--- config.mk ---
export PLATFORM = sky130hd
export DESIGN_NAME = sayac_mul_div
export DESIGN_NICKNAME = d
export VERILOG_FILES = /design/src/rtl/sayac_pkg.sv /design/src/rtl/sayac_mul_div_reg.sv /design/src/rtl/sayac_mul_div.sv
export SDC_FILE = /design/constraint.sdc
export NUM_CORES = 1
export LEC_CHECK = 0
export ABC_AREA = 1
export BUFFER_PORTS_ARGS = -buffer_cell sky130_fd_sc_hd__buf_2
export CAP_MARGIN = 15
export CORE_ASPECT_RATIO = 1.75
export CORE_MARGIN = 2
export CORE_UTILIZATION = 65
export CTS_CLUSTER_SIZE = 30
export DETAILED_ROUTE_END_ITERATION = 8
export HOLD_SLACK_MARGIN = 0.08
export PLACE_DENSITY = 0.9
export SYNTH_ARGS = -nofsm -noshare
export SYNTH_HDL_FRONTEND = slang
export SYNTH_SLANG_ARGS = --single-unit
--- constraint.sdc ---
create_clock -name clk -period 4.6 [get_ports clk]
set_input_delay 0.69 -clock clk [delete_from_list [all_inputs] [get_ports clk]]
set_output_delay 0.69 -clock clk [all_outputs]
set_load 0.02 [all_outputs]
--- src/rtl/sayac_pkg.sv ---
// Shared encodings for the SAYAC multiply/divide unit.
package sayac_pkg;

    localparam logic OP_MUL = 1'b0;
    localparam logic OP_DIV = 1'b1;

    typedef enum logic [1:0] {
        StIdle = 2'd0,
        StCalc = 2'd1,
        StDone = 2'd2
    } state_t;

endpackage

--- src/rtl/sayac_mul_div_reg.sv ---
// Loadable register with asynchronous active-high clear; holds results between operations.
module sayac_mul_div_reg #(
    parameter int unsigned W = 16
) (
    input  logic         clk,
    input  logic         rst,
    input  logic         ld,
    input  logic [W-1:0] d,
    output logic [W-1:0] q
);

    always_ff @(posedge clk or posedge rst) begin
        if (rst) begin
            q <= '0;
        end else if (ld) begin
            q <= d;
        end
    end

endmodule

--- src/rtl/sayac_mul_div.sv ---
// Sequential unsigned multiplier (shift-add) and restoring divider, one bit per cycle.
module sayac_mul_div
    import sayac_pkg::*;
#(
    parameter int unsigned N = 16
) (
    input  logic         clk,
    input  logic         rst,
    input  logic         start,
    input  logic         op,
    input  logic [N-1:0] a,
    input  logic [N-1:0] b,
    output logic         busy,
    output logic         done,
    output logic [N-1:0] hi,
    output logic [N-1:0] lo,
    output logic         dz
);

    localparam int unsigned CntW = $clog2(N) + 1;

    state_t          state_q, state_d;
    logic [CntW-1:0] cnt_q, cnt_d;
    logic [2*N-1:0]  acc_q, acc_d;
    logic [N-1:0]    opnd_q, opnd_d;
    logic            op_q, op_d;
    logic            dz_q, dz_d;

    logic [N:0]      mul_sum;
    logic [2*N-1:0]  mul_next;
    logic [N:0]      div_shift;
    logic [N:0]      div_diff;
    logic [2*N-1:0]  div_next;

    // acc holds {partial product, remaining multiplier} or {remainder, dividend/quotient}
    always_comb begin
        mul_sum   = {1'b0, acc_q[2*N-1:N]} + (acc_q[0] ? {1'b0, opnd_q} : '0);
        mul_next  = {mul_sum, acc_q[N-1:1]};
        div_shift = {acc_q[2*N-1:N], acc_q[N-1]};
        div_diff  = div_shift - {1'b0, opnd_q};
        div_next  = div_diff[N] ? {div_shift[N-1:0], acc_q[N-2:0], 1'b0}
                                : {div_diff[N-1:0], acc_q[N-2:0], 1'b1};
    end

    always_ff @(posedge clk or posedge rst) begin
        if (rst) begin
            state_q <= StIdle;
            cnt_q   <= '0;
            acc_q   <= '0;
            opnd_q  <= '0;
            op_q    <= OP_MUL;
            dz_q    <= 1'b0;
        end else begin
            state_q <= state_d;
            cnt_q   <= cnt_d;
            acc_q   <= acc_d;
            opnd_q  <= opnd_d;
            op_q    <= op_d;
            dz_q    <= dz_d;
        end
    end

    always_comb begin
        state_d = state_q;
        cnt_d   = cnt_q;
        acc_d   = acc_q;
        opnd_d  = opnd_q;
        op_d    = op_q;
        dz_d    = dz_q;
        unique case (state_q)
            StIdle: begin
                if (start) begin
                    cnt_d = '0;
                    op_d  = op;
                    dz_d  = 1'b0;
                    if (op == OP_DIV) begin
                        opnd_d = b;
                        if (b == '0) begin
                            // Divide-by-zero bypasses CALC with the fixed result pattern
                            acc_d   = {a, {N{1'b1}}};
                            dz_d    = 1'b1;
                            state_d = StDone;
                        end else begin
                            acc_d   = {{N{1'b0}}, a};
                            state_d = StCalc;
                        end
                    end else begin
                        opnd_d  = a;
                        acc_d   = {{N{1'b0}}, b};
                        state_d = StCalc;
                    end
                end
            end
            StCalc: begin
                acc_d = (op_q == OP_DIV) ? div_next : mul_next;
                cnt_d = cnt_q + 1'b1;
                if (cnt_q == CntW'(N - 1)) begin
                    state_d = StDone;
                end
            end
            StDone: begin
                state_d = StIdle;
            end
            default: begin
                state_d = StIdle;
            end
        endcase
    end

    assign busy = (state_q == StCalc) || (state_q == StDone);
    assign done = (state_q == StDone);

    sayac_mul_div_reg #(.W(N)) u_hi_reg (
        .clk (clk),
        .rst (rst),
        .ld  (done),
        .d   (acc_q[2*N-1:N]),
        .q   (hi)
    );

    sayac_mul_div_reg #(.W(N)) u_lo_reg (
        .clk (clk),
        .rst (rst),
        .ld  (done),
        .d   (acc_q[N-1:0]),
        .q   (lo)
    );

    sayac_mul_div_reg #(.W(1)) u_dz_reg (
        .clk (clk),
        .rst (rst),
        .ld  (done),
        .d   (dz_q),
        .q   (dz)
    );

endmodule

==> results of run 1 <==
-- cell type report --
type | instances | area [µm²]
well taps | 127 | 159
inverters | 175 | 658
flip-flops and latches | 90 | 2250
clock inverters | 7 | 60.1
multi-input cells | 760 | 3800
repair buffers | 75 | 388
clock buffers | 9 | 225
fillers | 861 | 2760
-- synthesized netlist by cell type --
cell      instances  area (µm²)
a211oi_1          1        7.51
a21oi_1          97         485
a21oi_4           1        16.3
a22oi_1           1        7.51
and2_1            4        25.0
and2_2            1        7.51
buf_1             4        15.0
buf_2             7        35.0
buf_6             1        11.3
clkbuf_1         33         124
dfrtp_1          90        2250
fa_1              2        40.0
ha_1             37         463
inv_1           169         634
inv_2             6        22.5
mux2_2            5        56.3
nand2_1         353        1330
nand2_2           4        25.0
nand2_4           4        45.0
nand3_1          59         295
nand3_4           1        17.5
nand3b_1          2        15.0
nand4_1           6        37.5
nor2_1           70         263
nor2_2            1        6.26
nor2_4            1        11.3
nor3_1            1        5.00
nor4_1            2        12.5
o21a_1            1        7.51
o21ai_0          81         405
o21bai_1          1        7.51
o221ai_1         12         105
o22ai_1           2        12.5
o31ai_2           1        12.5
or2_2             1        6.26
xor2_1            8        70.1
-- kinds of logic after synthesis --
logic type | Yosys count | share of synthesized area [%]
compound gates | 198 | 15.5
xor+xnor | 8 | 1.02
fa+ha+maj | 39 | 7.30
buf+inv | 220 | 12.2
flops | 90 | 32.7
mux | 5 | 0.817
simple gates | 510 | 30.4
-- power groups by stage --
| stage | Clock, mW | Combinational, mW | Sequential, mW |
|---|---|---|---|
| after global placement | 0 | 3.35 | 1.41 |
| final | 0.732 | 3.55 | 1.42 |
| after global routing | 0.754 | 3.98 | 1.46 |
| after CTS | 0.730 | 3.48 | 1.41 |
| after detailed placement | 0 | 3.45 | 1.42 |
| after floorplan | 0 | 2.52 | 1.52 |
-- registers in the layout (all words and copies together) (netlist names) --
name,flops
opnd_q,16
u_lo_reg.q,16
u_hi_reg.q,16
u_dz_reg.q,1
op_q,1
state_q,2
dz_q,1
acc_q,32
cnt_q,5
-- through the flow --
step	utilization (%)	instances	hold slack, ps
after floorplan	-	1070	448
after global placement	70.5	1227	484
after detailed placement	70.5	1227	495
after CTS	73.2	1243	509
after global routing	73.2	1243	525
final	73.2	1243	496
-- final timing paths --
check / start / endpoint / slack [ps] / cells after the start
worst max-delay path: acc_q[0] / acc_q[27] / 1830 / 15
worst max register to register: acc_q[0] / acc_q[27] / 1830 / 15
min in group clk: cnt_q[1] / cnt_q[1] / 510 / 2
worst min-delay path: rst / u_lo_reg.q[2] / 500 / 2
worst min register to register: cnt_q[1] / cnt_q[1] / 510 / 2
max in group asynchronous: rst / u_hi_reg.q[15] / 3070 / 3
-- routing by layer --
| metal | up-vias | GRT usage [%] | part of all wire (%) |
|---|---|---|---|
| met5 | - | 0 | 0 |
| met4 | 0 | 23.4 | 6.5 |
| met3 | 101 | 5.41 | 6.6 |
| met2 | 370 | 57.9 | 49 |
| met1 | 3210 | 40.8 | 38 |
| li1 | 3455 | - | - |
==> metrics.md, run 1 <==
| Metric | Value |
|---|---|
| Pre-Repair DR Iteration Count | 7 |
| FF+latch count, synth | 90 |
| Via density | 5.74 |
| Die Area | 11500 µm² |
| Worst Path Arrival | 3020 ps |
| Nets | 1186 |
| Most Frequent Cell on Critical Path | nand2_1 |
| First-pass GRT wire length | 31300 µm |
| Clock root buffer | clkbuf_16 |
| Top Family by Delay on Critical Path | simple AND/OR/NAND/NOR gates |
| Power Total | 5.70 mW |
| Number of global-route vias before repair | 6846 |
| Final clock skew | 6.90 ps |
| WL/cell | 15.5 µm |
| WP data required | 4850 ps |
| Largest net degree at the start of global routing | 62 |
| Final wirelength | 19200 µm |
| MaxCap Viol Count | 0 |
| Syn Inst Count | 1070 |
| Drt drc | 0 |
| Initial drt markers | 673 |
| Synth-to-Final Area Change | 9.50% |
| Setup violators final | 0 |
| Final Cell Area | 7540 µm² |
| Unique masters post-synth | 36 |
| Layout cells sized above 1 | 10.8% |
| Initial antenna violation count | 0 |
| Most frequent cells in the layout | nand2_1, inv_1, a21oi_1 |
| Static Leak | 4.30 nW |
| Setup Buffers After CTS | 0 |
| Core ar. | 10300 µm² |
| Placement Rows | 49 |
| Cts bufs inserted | 9 |
| Hold Buf Count CTS | 0 |
| Pre-CTS worst setup slack | 1670 ps |
| Vias | 7136 |
| Clock buffer depth | 2 |
| VDD IR max | 608 µV |
| Tcrit/Tclk final | 60.3% |
| CTS tree | built |
| CP max stage delay | 790 ps |
| Critical path's slowest cell | dfrtp_1 |
| Power Internal | 2.69 mW |
| Antenna cells | 0 |
| CTS Sinks | 90 |
| Max Slew Vio Count | 0 |
| Seq/Total Area, Yosys | 32.7% |
| Starting Density | 66.9% |
| Chip Height | 140 µm |
| Ports | 71 |
| Switching Fraction | 52.9% |
| IO buf count | 70 |
| YS warnings | 0 |
| Post-CTS sizing | 0 |
| Worst slew pin tran | 1090 ps |
| Total track usage | 35.1% |
| Syn_nets | 1145 |
| Final hold viol count | 0 |
| Status | finished clean |
| RSZ-0062 raised after global routing | no |
| Congestion Overflow GR | 0 |
| CP Cell Sequence | nand2_1, inv_1, ha_1, fa_1, nand2_1, a21oi_1, nand3_1, nand3_1, nand2_1, nand3_1, nand2_1, inv_1, nand2_1, nand2_1, nand2_1 |
| CTS HTree Levels | 3 |
| Final worst setup slack | 1830 ps |
| Seq pwr share | 25.0% |
| Die width | 81.8 µm |
| Post-Syn Area | 6890 µm² |
| Commonest non-fill, non-tap cell in the layout | nand2_1 |
| Dpl cell area | 7260 µm² |
| CP endpoint kind | register |
| Hpwl dp | 14100 µm |
| Hold WC Path Type | in2async |
| Worst-path fanout max | 18 |
| Rel. slew slack | 27.0% |
| CP Class | reg2reg |
| Syn Area/Cell | 6.44 µm² |
| Routability-driven placement congestion ratio | 0.985 |
| Minimum clock period | 2770 ps |
| Clock power share | 12.8% |
| Power Dens Cells | 756 nW/µm² |
| Worst-path clk slew | 70 ps |
| Worst-skew pair later-pin latency | 360 ps |
| Worst Path Buf+Inv | 2 |
| NetSw | 3.01 mW |
| Fmax | 0.361 GHz |
| Comb pwr share | 62.2% |
| Startpoint types | register |
| Setup TNS | 0 ps |
| Final ANT Viol Nets | 0 |
(Power assumes the default switching activity.)
==> run 2, diff against run 1 <==
--- a/config.mk
+++ b/config.mk
@@ -10,11 +10,11 @@
 export CAP_MARGIN = 15
 export CORE_ASPECT_RATIO = 1.75
 export CORE_MARGIN = 2
-export CORE_UTILIZATION = 65
+export CORE_UTILIZATION = 60
 export CTS_CLUSTER_SIZE = 30
 export DETAILED_ROUTE_END_ITERATION = 8
 export HOLD_SLACK_MARGIN = 0.08
-export PLACE_DENSITY = 0.9
+export PLACE_DENSITY = 0.84
 export SYNTH_ARGS = -nofsm -noshare
 export SYNTH_HDL_FRONTEND = slang
 export SYNTH_SLANG_ARGS = --single-unit
==> constraint.sdc (replaced) <==
create_clock -name clk -period 2.7 [get_ports clk]
set_input_delay 0.405 -clock clk [delete_from_list [all_inputs] [get_ports clk]]
set_output_delay 0.405 -clock clk [all_outputs]
set_load 0.02 [all_outputs]
==> run 2 against run 1 <==
Compared with the run above: clock power rose by 100%; flip-flop and latch count is the same; largest cell class unchanged; highest routed layer unchanged; total power grew 79%; combinational power is 78% higher; register-to-register slack worse by 1700 ps; sequential power increased by 68%.
==> metrics.md, run 2 (same netlist as run 1, synthesis figures left out) <==
| Metric | Value |
|---|---|
| Power Dens Cells | 1320 nW/µm² (+75%) |
| Nets | 1197 (+0.93%) |
| Largest register FFs | 32 (unchanged) |
| Max Slew Vio Count | 0 (unchanged) |
| MaxCap Viol Count | 0 (unchanged) |
| CP max stage delay | 460 ps (-330 ps) |
| Hpwl dp | 15000 µm (+6.6%) |
| Power Internal | 4.93 mW (+84%) |
| Clock buffer depth | 2 (unchanged) |
| WL/cell | 16.2 µm (+4.7%) |
| Synth-to-Final Area Change | 12.2% |
| Minimum clock period | 2570 ps (-202 ps) |
| Hold WC Path Type | in2async |
| Drt drc | 0 (unchanged) |
| VDD IR max | 747 µV (+23%) |
| Via density | 5.80 (+0.94%) |
| Chip Height | 146 µm (+4.0%) |
| Pre-Repair DR Iteration Count | 6 (-1) |
| Dpl cell area | 7370 µm² (+1.6%) |
| Biggest register | acc_q |
| Final ANT Viol Nets | 0 (unchanged) |
| CTS tree | built |
| Setup TNS | 0 ps (unchanged) |
| Pre-CTS worst setup slack | 197 ps (-1480 ps) |
| CTS Sinks | 90 (unchanged) |
| Placement Rows | 51 (+4.1%) |
| Die width | 85.0 µm (+3.9%) |
| Worst-skew pair later-pin latency | 360 ps (about the same) |
| Switching Fraction | 51.7% (-1.2 points) |
| Commonest non-fill, non-tap cell in the layout | nand2_1 |
| Clock power share | 14.7% (+1.9 points) |
| Number of global-route vias before repair | 7241 (+5.8%) |
| Seq pwr share | 23.4% (-1.6 points) |
| Worst flop-to-flop path startpoint | acc_q[28] |
| Largest net degree at the start of global routing | 53 (-15%) |
| Comb pwr share | 61.9% (-0.3 points) |
| Fmax | 0.389 GHz (+7.8%) |
| Worst Path Arrival | 2820 ps (-200 ps) |
| Final hold viol count | 0 (unchanged) |
| Critical path's slowest cell | dfrtp_1 |
| Final core occ | 69.2% (-4.0 points) |
| Final worst setup slack | 129 ps (-1700 ps) |
| Final wirelength | 20400 µm (+6.0%) |
| CP endpoint kind | register |
| WP data required | 2950 ps (-1900 ps) |
| Most frequent cells in the layout | nand2_1, inv_1, a21oi_1 |
| Layout cells sized above 1 | 11.6% (+0.87 points) |
| Vias | 7296 (+2.2%) |
| Core ar. | 11200 µm² (+8.4%) |
| First-pass GRT wire length | 33300 µm (+6.4%) |
| Worst-case reg-to-reg path depth | 13 (-2) |
| IO buf count | 70 (unchanged) |
| Rel. slew slack | 37.8% (+11 points) |
| RSZ-0062 raised after global routing | no |
| Worst-path fanout max | 17 (-1) |
| Most Frequent Cell on Critical Path | nand2_1 |
| Tcrit/Tclk final | 95.2% (+35 points) |
| Worst slew pin tran | 929 ps (-165 ps) |
| Cts bufs inserted | 9 (unchanged) |
| Final Cell Area | 7730 µm² (+2.5%) |
| Clock root buffer | clkbuf_16 |
| Die Area | 12400 µm² (+8.0%) |
| CP startpoint | acc_q[28] |
| Routability-driven placement congestion ratio | 1.02 (+3.6%) |
| NetSw | 5.28 mW (+75%) |
| Setup violators final | 0 (unchanged) |
| Antenna cells | 0 (unchanged) |
| Reg-to-Reg End | acc_q[19] |
| CP Cell Sequence | ha_1, nand2_1, nand2_1, nand2_1, nand2_1, a21oi_4, nand3_4, nand2_8, nand2_1, nand3_1, nand2_1, nand2_1, nand2_1 |
| Reg-to-reg slack, setup | 130 ps (-1700 ps) |
| Ports | 71 (unchanged) |
| Starting Density | 61.7% (-5.2 points) |
| Hold Buf Count CTS | 0 (unchanged) |
| Final clock skew | 9.02 ps (+2.12 ps) |
| Total track usage | 33.5% (-1.5 points) |
| Hold_ws | 120 ps (-376 ps) |
| CP Class | reg2reg |
| Initial drt markers | 732 (+8.8%) |
| Congestion Overflow GR | 0 (unchanged) |
| Static Leak | 4.39 nW (+2.2%) |
| Initial antenna violation count | 0 (unchanged) |
| CTS HTree Levels | 3 (unchanged) |
| Startpoint types | register |
| Worst-path clk slew | 70 ps (about the same) |
| Status | finished clean |
run 2: stage by stage:
stage / total power [mW] / cells
after floorplan: 6.87 / 1070
after global placement: 8.34 / 1243
after detailed placement: 8.48 / 1243
after CTS: 10.1 / 1259
after global routing: 11.0 / 1259
final: 10.2 / 1259
run 2: worst max path at each step:
stage                            to  slack, ps  cells after the start
after detailed placement  acc_q[17]        200                     17
after floorplan           acc_q[16]        560                     16
after CTS                 acc_q[19]        150                     13
final                     acc_q[19]        130                     13
after global placement    acc_q[17]        270                     17
after global routing      acc_q[27]         10                     17
run 2: repair_timing:
item	CTS	global route
endpoints found under the setup margin	0	14
gates resized for setup	0	1
buffers inserted	0	0
run 2: metal layers:
metal | share of wire, % | wire length, µm | global-route usage (%)
met3 | 6.8 | 1380 | 5.45
met1 | 37 | 7450 | 37.1
met5 | 0 | 0 | 0
met4 | 6.5 | 1330 | 22.8
met2 | 50 | 10200 | 57.6
run 2: critical path, delay by kind of cell (launching register included):
family                   cells  cell delay, ps
adder cells (fa/ha/maj)      1             410
flip-flops                   1             460
AND/OR/NAND/NOR             11            1350
AO/OA/AOI/OAI                1             210
run 2: cell type report:
cell class / count / area (µm²)
clock inverters: 7 / 124
inverters: 175 / 661
multi-input cells: 760 / 3810
repair buffers: 86 / 495
well taps: 132 / 165
flip-flops and latches: 90 / 2250
clock buffers: 9 / 225
fillers: 954 / 3440
run 2: power groups by stage:
stage | Sequential (mW) | Clock, mW | Combinational (mW)
2_1_floorplan | 2.59 | 0 | 4.29
6_report | 2.39 | 1.50 | 6.32
4_1_cts | 2.38 | 1.50 | 6.18
3_5_place_dp | 2.39 | 0 | 6.09
3_3_place_gp | 2.38 | 0 | 5.96
5_1_grt | 2.45 | 1.55 | 7.01
